### src/rtl/trigger_stream_monitor.sv
// Trigger stream monitor: detects rising edges on packed trigger bits, applies
// per-beam holdoff, counts events, queues timestamped events, Wishbone CSRs.
module trigger_stream_monitor #(
    parameter int unsigned NBEAMS  = 2,
    parameter int unsigned FIFO_AW = 4
) (
    input  logic         aclk,
    input  logic         aresetn,
    input  logic [127:0] s_tdata,
    input  logic         s_tvalid,
    output logic         s_tready,
    input  logic         wb_cyc_i,
    input  logic         wb_stb_i,
    input  logic         wb_we_i,
    input  logic [21:0]  wb_adr_i,
    input  logic [31:0]  wb_dat_i,
    input  logic [3:0]   wb_sel_i,
    output logic [31:0]  wb_dat_o,
    output logic         wb_ack_o,
    output logic         irq_o
);
    localparam int unsigned DEPTH = 1 << FIFO_AW;
    localparam int unsigned CW    = FIFO_AW + 1;
    localparam int unsigned EW    = 32 + NBEAMS;

    // Reset synchronizer: asserts asynchronously, releases on aclk
    logic [1:0] rst_sync;
    logic       rst_n;
    always_ff @(posedge aclk or negedge aresetn) begin
        if (!aresetn) rst_sync <= 2'b00;
        else          rst_sync <= {rst_sync[0], 1'b1};
    end
    assign rst_n = rst_sync[1];

    // State
    logic [31:0]        ts;
    logic               enable;
    logic [NBEAMS-1:0]  mask;
    logic [15:0]        holdoff;
    logic [NBEAMS-1:0]  prev;
    logic [15:0]        hcnt   [NBEAMS];
    logic [31:0]        scaler [NBEAMS];
    logic [EW-1:0]      mem    [DEPTH];
    logic [FIFO_AW-1:0] wr_ptr, rd_ptr;
    logic [CW-1:0]      count;
    logic [15:0]        ovfcnt;
    logic               ovf;
    logic [NBEAMS-1:0]  evt_mask;
    logic               clr_pend, clr_now;

    // Unpack the 12-bit trigger fields out of the 16-bit lanes
    logic [95:0]        vec;
    logic [NBEAMS-1:0]  trig;
    always_comb begin
        vec = '0;
        for (int i = 0; i < 8; i++) vec[12*i +: 12] = s_tdata[16*i+4 +: 12];
    end
    assign trig = vec[NBEAMS-1:0];

    // Wishbone request decode: a new access is a strobe not already being acked
    logic       req, wr, rd;
    logic [5:0] idx;
    assign req = wb_cyc_i & wb_stb_i & ~wb_ack_o;
    assign wr  = req & wb_we_i;
    assign rd  = req & ~wb_we_i;
    assign idx = wb_adr_i[7:2];

    logic [EW-1:0]     head;
    logic [31:0]       head_ts;
    logic [NBEAMS-1:0] head_mask;
    assign head      = mem[rd_ptr];
    assign head_ts   = head[EW-1:NBEAMS];
    assign head_mask = head[NBEAMS-1:0];

    // Edge detection, FIFO push/pop arbitration and occupancy
    logic              accept, empty, full, pop, push, drop;
    logic [NBEAMS-1:0] evt;
    logic [CW-1:0]     count_nxt;
    always_comb begin
        accept = s_tvalid & s_tready;
        evt    = '0;
        for (int n = 0; n < NBEAMS; n++) begin
            evt[n] = accept & trig[n] & ~prev[n] & enable & mask[n]
                   & (hcnt[n] == 16'd0) & ~clr_now;
        end
        empty     = (count == CW'(0));
        full      = (count == CW'(DEPTH));
        pop       = rd & (idx == 6'd4) & ~empty;
        push      = (|evt) & (~full | pop);
        drop      = (|evt) & full & ~pop;
        count_nxt = clr_now ? CW'(0) : CW'(count + CW'(push) - CW'(pop));
    end

    // Register read mux
    logic [31:0] rdata;
    always_comb begin
        rdata = 32'd0;
        case (idx)
            6'd0: rdata = {31'd0, enable};
            6'd1: rdata = 32'(mask);
            6'd2: rdata = {16'd0, holdoff};
            6'd3: rdata = {ovf, 13'd0, full, empty, 16'(count)};
            6'd4: rdata = empty ? 32'd0 : head_ts;
            6'd5: rdata = 32'(evt_mask);
            6'd6: rdata = {16'd0, ovfcnt};
            default: begin
                for (int n = 0; n < NBEAMS; n++) begin
                    if (idx == 6'(8 + n)) rdata = scaler[n];
                end
            end
        endcase
    end

    // Event storage (no reset needed; validity is tracked by the pointers)
    always_ff @(posedge aclk) begin
        if (push) mem[wr_ptr] <= {ts, evt};
    end

    // Control/status registers, counters and bus handshake
    always_ff @(posedge aclk or negedge rst_n) begin
        if (!rst_n) begin
            s_tready <= 1'b0;
            wb_ack_o <= 1'b0;
            wb_dat_o <= 32'd0;
            irq_o    <= 1'b0;
            ts       <= 32'd0;
            enable   <= 1'b0;
            mask     <= '1;
            holdoff  <= 16'd0;
            prev     <= '0;
            wr_ptr   <= '0;
            rd_ptr   <= '0;
            count    <= '0;
            ovfcnt   <= 16'd0;
            ovf      <= 1'b0;
            evt_mask <= '0;
            clr_pend <= 1'b0;
            clr_now  <= 1'b0;
            for (int n = 0; n < NBEAMS; n++) begin
                hcnt[n]   <= 16'd0;
                scaler[n] <= 32'd0;
            end
        end else begin
            s_tready <= 1'b1;
            ts       <= ts + 32'd1;
            wb_ack_o <= req;
            wb_dat_o <= req ? rdata : 32'd0;
            irq_o    <= (count_nxt != CW'(0));
            count    <= count_nxt;
            clr_pend <= wr & (idx == 6'd0) & wb_dat_i[1];
            clr_now  <= clr_pend;

            if (wr) begin
                case (idx)
                    6'd0:    enable  <= wb_dat_i[0];
                    6'd1:    mask    <= wb_dat_i[NBEAMS-1:0];
                    6'd2:    holdoff <= wb_dat_i[15:0];
                    default: ;
                endcase
            end
            if (pop) evt_mask <= head_mask;

            if (clr_now) begin
                prev   <= '0;
                wr_ptr <= '0;
                rd_ptr <= '0;
                ovfcnt <= 16'd0;
                ovf    <= 1'b0;
                for (int n = 0; n < NBEAMS; n++) begin
                    hcnt[n]   <= 16'd0;
                    scaler[n] <= 32'd0;
                end
            end else begin
                if (accept) prev <= trig;
                if (push) wr_ptr <= wr_ptr + FIFO_AW'(1);
                if (pop)  rd_ptr <= rd_ptr + FIFO_AW'(1);
                if (drop) begin
                    ovf <= 1'b1;
                    if (ovfcnt != 16'hFFFF) ovfcnt <= ovfcnt + 16'd1;
                end
                for (int n = 0; n < NBEAMS; n++) begin
                    if (evt[n])                hcnt[n] <= holdoff;
                    else if (hcnt[n] != 16'd0) hcnt[n] <= hcnt[n] - 16'd1;
                    if (evt[n] && scaler[n] != 32'hFFFF_FFFF) scaler[n] <= scaler[n] + 32'd1;
                end
            end
        end
    end

    // Inputs that carry no meaning here (ignored lanes, byte selects, high address bits)
    logic unused_inputs;
    assign unused_inputs = ^{s_tdata, vec, wb_adr_i, wb_dat_i, wb_sel_i};

endmodule

### config.mk
export PLATFORM = sky130hd
export DESIGN_NAME = trigger_stream_monitor
export DESIGN_NICKNAME = d
export VERILOG_FILES = /design/src/rtl/trigger_stream_monitor.sv
export SDC_FILE = /design/constraint.sdc
export NUM_CORES = 1
export LEC_CHECK = 0
export ABC_AREA = 1
export CORE_MARGIN = 8
export CORE_UTILIZATION = 60
export DETAILED_ROUTE_END_ITERATION = 12
export HOLD_SLACK_MARGIN = 0.05
export MAX_ROUTING_LAYER = met4
export PLACE_DENSITY = 0.81
export SETUP_SLACK_MARGIN = 0.3
export SLEW_MARGIN = 25
export SYNTH_ARGS = -nofsm -noshare
export SYNTH_HDL_FRONTEND = slang
export SYNTH_SLANG_ARGS = --single-unit
### constraint.sdc
create_clock -name aclk -period 17.91 [get_ports aclk]
set_clock_uncertainty 0.1 [all_clocks]
set_input_delay 5.373 -clock aclk [delete_from_list [all_inputs] [get_ports aclk]]
set_output_delay 5.373 -clock aclk [all_outputs]
set_load 0.02 [all_outputs]
==> impl_metrics.json, run 1 <==
{
  "status": "completed",
  "grt_max_degree": 132,
  "yosysMostFrequentCell": "nand2_1",
  "cp_top_family": "buffers and inverters",
  "use_met2_pct": 43.42,
  "place_hpwl_um": 53970,
  "yosys-top-cells-count": "nand2_1 (870), nor2_1 (554), edfxtp_1 (544)",
  "worst_slack_ns": 9.279,
  "p_total_mw": 4.016,
  "route.detailed.drc": 0,
  "critPathBufInv": 5,
  "post_cts_buffers": 0,
  "num_antenna_cells": 0,
  "synth_xor_xnor_area_share_pct": 2.078,
  "die_h_um": 258.9,
  "port_buffers": 64,
  "crit_top_cell": "nor2_4",
  "fmax_ghz": 0.1159,
  "pin_count": 227,
  "synth_edf_count": 544,
  "crit_fanout": 33,
  "worst_ep_arrival_time_ns": 8.82,
  "clk_latency_ns": 0.64,
  "regToRegStartpoint": "rd_ptr[0]",
  "grt_pass1_vias": 25651,
  "clk_pin_slew_ns": 0.06,
  "ant_nets": 0,
  "drv_cap": 0,
  "clockRootBuffer": "clkbuf_16",
  "synth_top_family_by_area": "simple AND/OR/NAND/NOR gates",
  "gr-max-usage-layer": "met2",
  "synthSimpleGateAreaFrac_pct": 22.79,
  "netlist-cell-type-count": 49,
  "netlist_instances": 3682,
  "die_w_um": 258.9,
  "finalSetupViolCount": 0,
  "clk_path_buf_depth": 3,
  "vias": 26839,
  "hp-class": "reg2async",
  "fp.dieArea_um2": 67050,
  "finalCritPeriodShare_pct": 48.19,
  "grt_pass1_wl_um": 141100,
  "async_flop_share_pct": 28.80,
  "whs_ns": 0.2150,
  "grt_util_all_layers_pct": 27.53,
  "synth.avg_cell_area_um2": 9.617,
  "drv_slew": 0,
  "dr.pass1.iters": 6,
  "num_rows": 89,
  "ys_seq_area_share_pct": 61.68,
  "core_area_um2": 58690,
  "vdd_drop_max_uv": 97.66,
  "ys_warn_count": 0,
  "synth_compound_area_share_pct": 6.929,
  "grt_setup_unrepaired": "false",
  "nets": 3910,
  "area_delta_synth_final_pct": 11.19,
  "synthMuxAreaShare_pct": 0.4134,
  "cp_cell_sequence": "clkdlybuf4s50_1 -> inv_2 -> nor2_4 -> nand3_2 -> nor2_4 -> buf_4 -> nand2_4 -> nand2_4 -> nand2_1 -> inv_1 -> nand2_1 -> nor2_4 -> buf_4",
  "powerDensity_nw_per_um2": 102.0,
  "cp.required_ns": 18.10,
  "tritoncts": "done",
  "wl_um": 90520,
  "synth-main-ff-cell": "edfxtp_1",
  "syn_area_um2": 35410,
  "max_stage_delay_ns": 0.68,
  "dp_cells": 4390,
  "relSlewSlack_pct": 29.52,
  "synthAdderAreaFrac_pct": 0.6925,
  "period_needed_ns": 8.631,
  "yosysTopAreaCellShare_pct": 46.13,
  "final_hold_viol_count": 0,
  "timing.rr.end": "wb_dat_o[19]",
  "numCtsBuffers": 79,
  "initial_core_util_pct": 60.34,
  "wl_per_cell_um": 19.94,
  "gp_congestion": 0.9759,
  "grt_antenna_before_repair": 1,
  "end_kind": "flop",
  "n_fill_cell": 4186,
  "grt_use_met1_pct": 35.50,
  "drt_iter0_markers": 3335,
  "p_leak_nw": 15.92,
  "grt_use_met3_pct": 4.441,
  "rr_worst_depth": 10,
  "cts.sinks": 764,
  "yosys.area.top_type": "edfxtp_1",
  "post_cts_resized": 0,
  "overflow": 0,
  "cp_slowest_cell": "nor2_4",
  "fin_setup_tns_ns": 0,
  "setup.worst_path.start_class": "input port",
  "layout.cells.non_filler": 4539,
  "crit_type": "in2reg",
  "preCtsSetupSlack_ns": 8.713,
  "ys_ff_latch": 764,
  "drive_above_1_share_pct": 6.187,
  "yosys-top-cells-area": "edfxtp_1 (46%), dfrtp_1 (15%), nand2_1 (9.2%)",
  "r2r_setup_slack_ns": 14.00,
  "routed_via_density": 5.913,
  "postCtsHoldBufs": 0,
  "cts.htree.levels": 3,
  "worst_pin_slew_ns": 1.057
}
## state kept, by name, indices dropped and copies added (netlist names)
| signal | count |
|---|---|
| holdoff | 16 |
| mem | 544 |
| irq_o | 1 |
| evt_mask | 2 |
| wb_dat_o | 32 |
| wb_ack_o | 1 |
| ovf | 1 |
| rst_sync | 2 |
| enable | 1 |
| clr_now | 1 |
| ovfcnt | 16 |
| prev | 2 |
| mask | 2 |
| scaler | 64 |
| wr_ptr | 4 |
| clr_pend | 1 |
| rd_ptr | 4 |
| ts | 32 |
| count | 5 |
| s_tready | 1 |
| hcnt | 32 |
## worst max path at each step
stage | depth (start not counted) | slack [ns] | endpoint | from
after floorplan | 10 | 9.66 | mem[0][0] | wb_cyc_i
after global placement | 13 | 8.80 | mem[10][22] | wb_adr_i[4]
after detailed placement | 13 | 8.71 | mem[10][22] | wb_adr_i[4]
after CTS | 13 | 9.32 | mem[10][22] | wb_adr_i[4]
after global routing | 13 | 9.16 | mem[10][2] | wb_adr_i[4]
final | 13 | 9.28 | mem[10][22] | wb_adr_i[4]
## cells in the final DEF, fill, tap and decap left out, types with 22 or more instances in the layout
master and count:
a21oi_1 86, buf_4 39, clkbuf_1 22, clkbuf_16 79
clkdlybuf4s50_1 64, dfrtp_1 212, edfxtp_1 544, inv_1 274
nand2_1 870, nand3_1 392, nand4_1 22, nor2_1 538
nor2_4 22, nor3_1 48, o211ai_1 113, o21ai_0 151
o21ai_1 30, xor2_1 65
## cell type report
| class | instances | area (um^2) | share of cell area, % |
|---|---|---|---|
| inverter | 284 | 1076 | 2.733 |
| sequential | 764 | 21860 | 55.51 |
| clock buffer | 106 | 2128 | 5.405 |
| clock inverter | 42 | 579.3 | 1.471 |
| multi-input combinational | 2464 | 11780 | 29.93 |
| tap | 773 | 967.2 | 2.456 |
| timing repair buffer | 106 | 983.4 | 2.498 |
## through the flow
stage / instance area [um^2] / util [%]
finish: 39370 / 67.09
global placement: 36630 / 62.42
global route: 39370 / 67.09
floorplan: 35420 / -
CTS: 39340 / 67.03
detailed placement: 36630 / 62.42
## kinds of logic after synthesis
logic type / after synthesis
AND/OR/NAND/NOR: 1933
multiplexers: 13
other: 1
buffers and inverters: 455
XOR/XNOR: 84
flip-flops: 764
adder cells (fa/ha/maj): 19
AO/OA/AOI/OAI: 413
## layer usage
metal  routed length, um  up-vias  part of all wire (%)
li1                    -    12422                     -
met2               43150     1418                    48
met4                3793        0                   4.2
met5                   0        -                     0
met3                8232      279                   9.1
met1               35350    12720                    39
## report_power, final
| part | switching, mW | total, mW | internal, mW |
|---|---|---|---|
| clock | 0.693 | 1.70 | 1.00 |
| sequential | 0.0480 | 1.97 | 1.92 |
| combinational | 0.230 | 0.350 | 0.120 |
Power figures use the tool's default switching activity.
==> run 2: changes to the inputs <==
- clock period: 17.91 -> 8.7 ns (I/O delays scaled with it)
==> impl_metrics.json, run 2 (synthesis gave the netlist of run 1 again) <==
{
  "status": "completed",
  "regToRegStartpoint": "hcnt[16]",
  "drv_slew": 0,
  "final_common_cell": "nand2_1",
  "area_delta_synth_final_pct": 10.95,
  "wl_um": 91140,
  "r2r_setup_slack_ns": 4.72,
  "cp_slowest_cell": "nor2_4",
  "clkPwrFrac_pct": 41.7,
  "powerDensity_nw_per_um2": 208.6,
  "postCtsHoldBufs": 0,
  "routed_via_density": 5.919,
  "cp.required_ns": 8.90,
  "p_leak_nw": 15.88,
  "end_kind": "flop",
  "port_buffers": 64,
  "relSlewSlack_pct": 24.52,
  "p_comb_share_pct": 8.8,
  "pin_count": 227,
  "drive_above_1_share_pct": 6.194,
  "dp_cells": 4390,
  "cp_top_family": "simple AND/OR/NAND/NOR gates",
  "grt_pass1_vias": 25730,
  "die_h_um": 258.9,
  "reg_top3": "mem (544), scaler (64)",
  "nets": 3909,
  "drv_cap": 0,
  "period_needed_ns": 5.899,
  "numCtsBuffers": 78,
  "overflow": 0,
  "cts.sinks": 764,
  "clk_path_buf_depth": 3,
  "p_int_mw": 6.191,
  "ant_nets": 0,
  "final_hold_viol_count": 0,
  "tritoncts": "done",
  "vdd_drop_max_uv": 213.2,
  "grt_max_degree": 217,
  "layout.cells.non_filler": 4536,
  "grt_antenna_before_repair": 1,
  "wl_per_cell_um": 20.09,
  "fmax_ghz": 0.1695,
  "post_cts_resized": 0,
  "grt_util_all_layers_pct": 27.60,
  "critPathBufInv": 5,
  "fp.dieArea_um2": 67050,
  "final_cell_mix": "nand2_1 (870), edfxtp_1 (544), nor2_1 (538)",
  "worst_pin_slew_ns": 1.132,
  "worst_ep_arrival_time_ns": 6.10,
  "initial_core_util_pct": 60.34,
  "num_rows": 89,
  "n_fill_cell": 4288,
  "place_hpwl_um": 55500,
  "crit_top_cell": "nor2_4",
  "seq_power_share_pct": 49.5,
  "max_stage_delay_ns": 0.79,
  "rr_worst_depth": 13,
  "p_switching_mw": 2.003,
  "p_sw_share_pct": 24.45,
  "vias": 26848,
  "clk_latency_ns": 0.64,
  "crit_type": "in2reg",
  "die_w_um": 258.9,
  "dr.pass1.iters": 6,
  "clockRootBuffer": "clkbuf_16",
  "drt_iter0_markers": 3362,
  "clk_pin_slew_ns": 0.06,
  "finalCritPeriodShare_pct": 67.80,
  "route.detailed.drc": 0,
  "fin_setup_tns_ns": 0,
  "cts.htree.levels": 3,
  "cp_cell_sequence": "clkdlybuf4s50_1 -> inv_2 -> nor2_4 -> nand3_2 -> nor2_4 -> buf_4 -> nand2_4 -> nand2_4 -> nand2_1 -> inv_1 -> nand2_1 -> nor2_4 -> buf_4",
  "crit_fanout": 33,
  "largest_reg_flops": 544,
  "post_cts_buffers": 0,
  "grt_setup_unrepaired": "false",
  "top_register": "mem",
  "whs_ns": 0.1960,
  "hp-class": "reg2async",
  "setup.worst_path.start_class": "input port",
  "finalSetupViolCount": 0,
  "grt_pass1_wl_um": 142100,
  "gp_congestion": 0.9808,
  "core_area_um2": 58690,
  "timing.rr.end": "mem[6][15]"
}
run 2: cell count changes in the layout (fill, tap and decap cells not counted), sizes merged:
cell      previous run  this run
clkinv              28        29
clkbuf             106       100
clkinvlp             2         3
bufinv              11         9
diode                0         1
inv                285       287
run 2: per-stage QoR:
| stage | total power [mW] | instance area, um^2 | util (%) | setup slack (ns) |
|---|---|---|---|---|
| 2_1_floorplan | 4.644 | 35420 | - | 2.019 |
| 3_3_place_gp | 4.807 | 36660 | 62.46 | 2.308 |
| 3_5_place_dp | 4.830 | 36660 | 62.46 | 2.228 |
| 4_1_cts | 8.203 | 39260 | 66.89 | 2.861 |
| 5_1_grt | 8.467 | 39290 | 66.95 | 2.679 |
| 6_report | 8.195 | 39290 | 66.95 | 2.801 |
run 2: metal layers:
metal | GRT usage, % | vias up | share of wire [%]
met1 | 35.46 | 12718 | 39
met4 | 11.78 | 0 | 4.2
met2 | 43.54 | 1438 | 47
li1 | - | 12426 | -
met3 | 4.568 | 266 | 9.3
met5 | - | - | 0
run 2: final cells by class:
type	instances	area [um^2]	share of cell area, %
timing repair buffer	106	1005	2.557
inverter	284	1076	2.739
antenna	1	2.502	0.006369
sequential	764	21860	55.63
tap	773	967.2	2.462
multi-input combinational	2464	11780	29.99
clock buffer	100	2096	5.334
clock inverter	44	503.0	1.280
run 2: worst register-to-register path: cells and delay by family (launching register included):
family | cells | cell delay (ns)
flops | 1 | 0.42
fa+ha+maj | 1 | 0.19
buf+inv | 4 | 0.78
simple gates | 8 | 2.17
run 2: power groups by stage:
| stage | registers [mW] | logic, mW | clock network [mW] |
|---|---|---|---|
| floorplan | 4.11 | 0.536 | 0 |
| global route | 4.06 | 0.818 | 3.59 |
| detailed placement | 4.12 | 0.706 | 0 |
| finish | 4.06 | 0.721 | 3.42 |
| CTS | 4.05 | 0.714 | 3.44 |
| global placement | 4.12 | 0.685 | 0 |
run 2: how the worst max path moves through the flow:
stage	startpoint	to	slack, ns	cells after the start
2_1_floorplan	rst_sync[1]	clr_now	2.02	0
3_3_place_gp	wb_adr_i[4]	mem[2][18]	2.31	13
3_5_place_dp	wb_adr_i[4]	mem[1][19]	2.23	13
4_1_cts	wb_adr_i[4]	mem[2][33]	2.86	13
5_1_grt	wb_adr_i[4]	mem[2][33]	2.68	13
6_report	wb_adr_i[4]	mem[6][15]	2.80	13
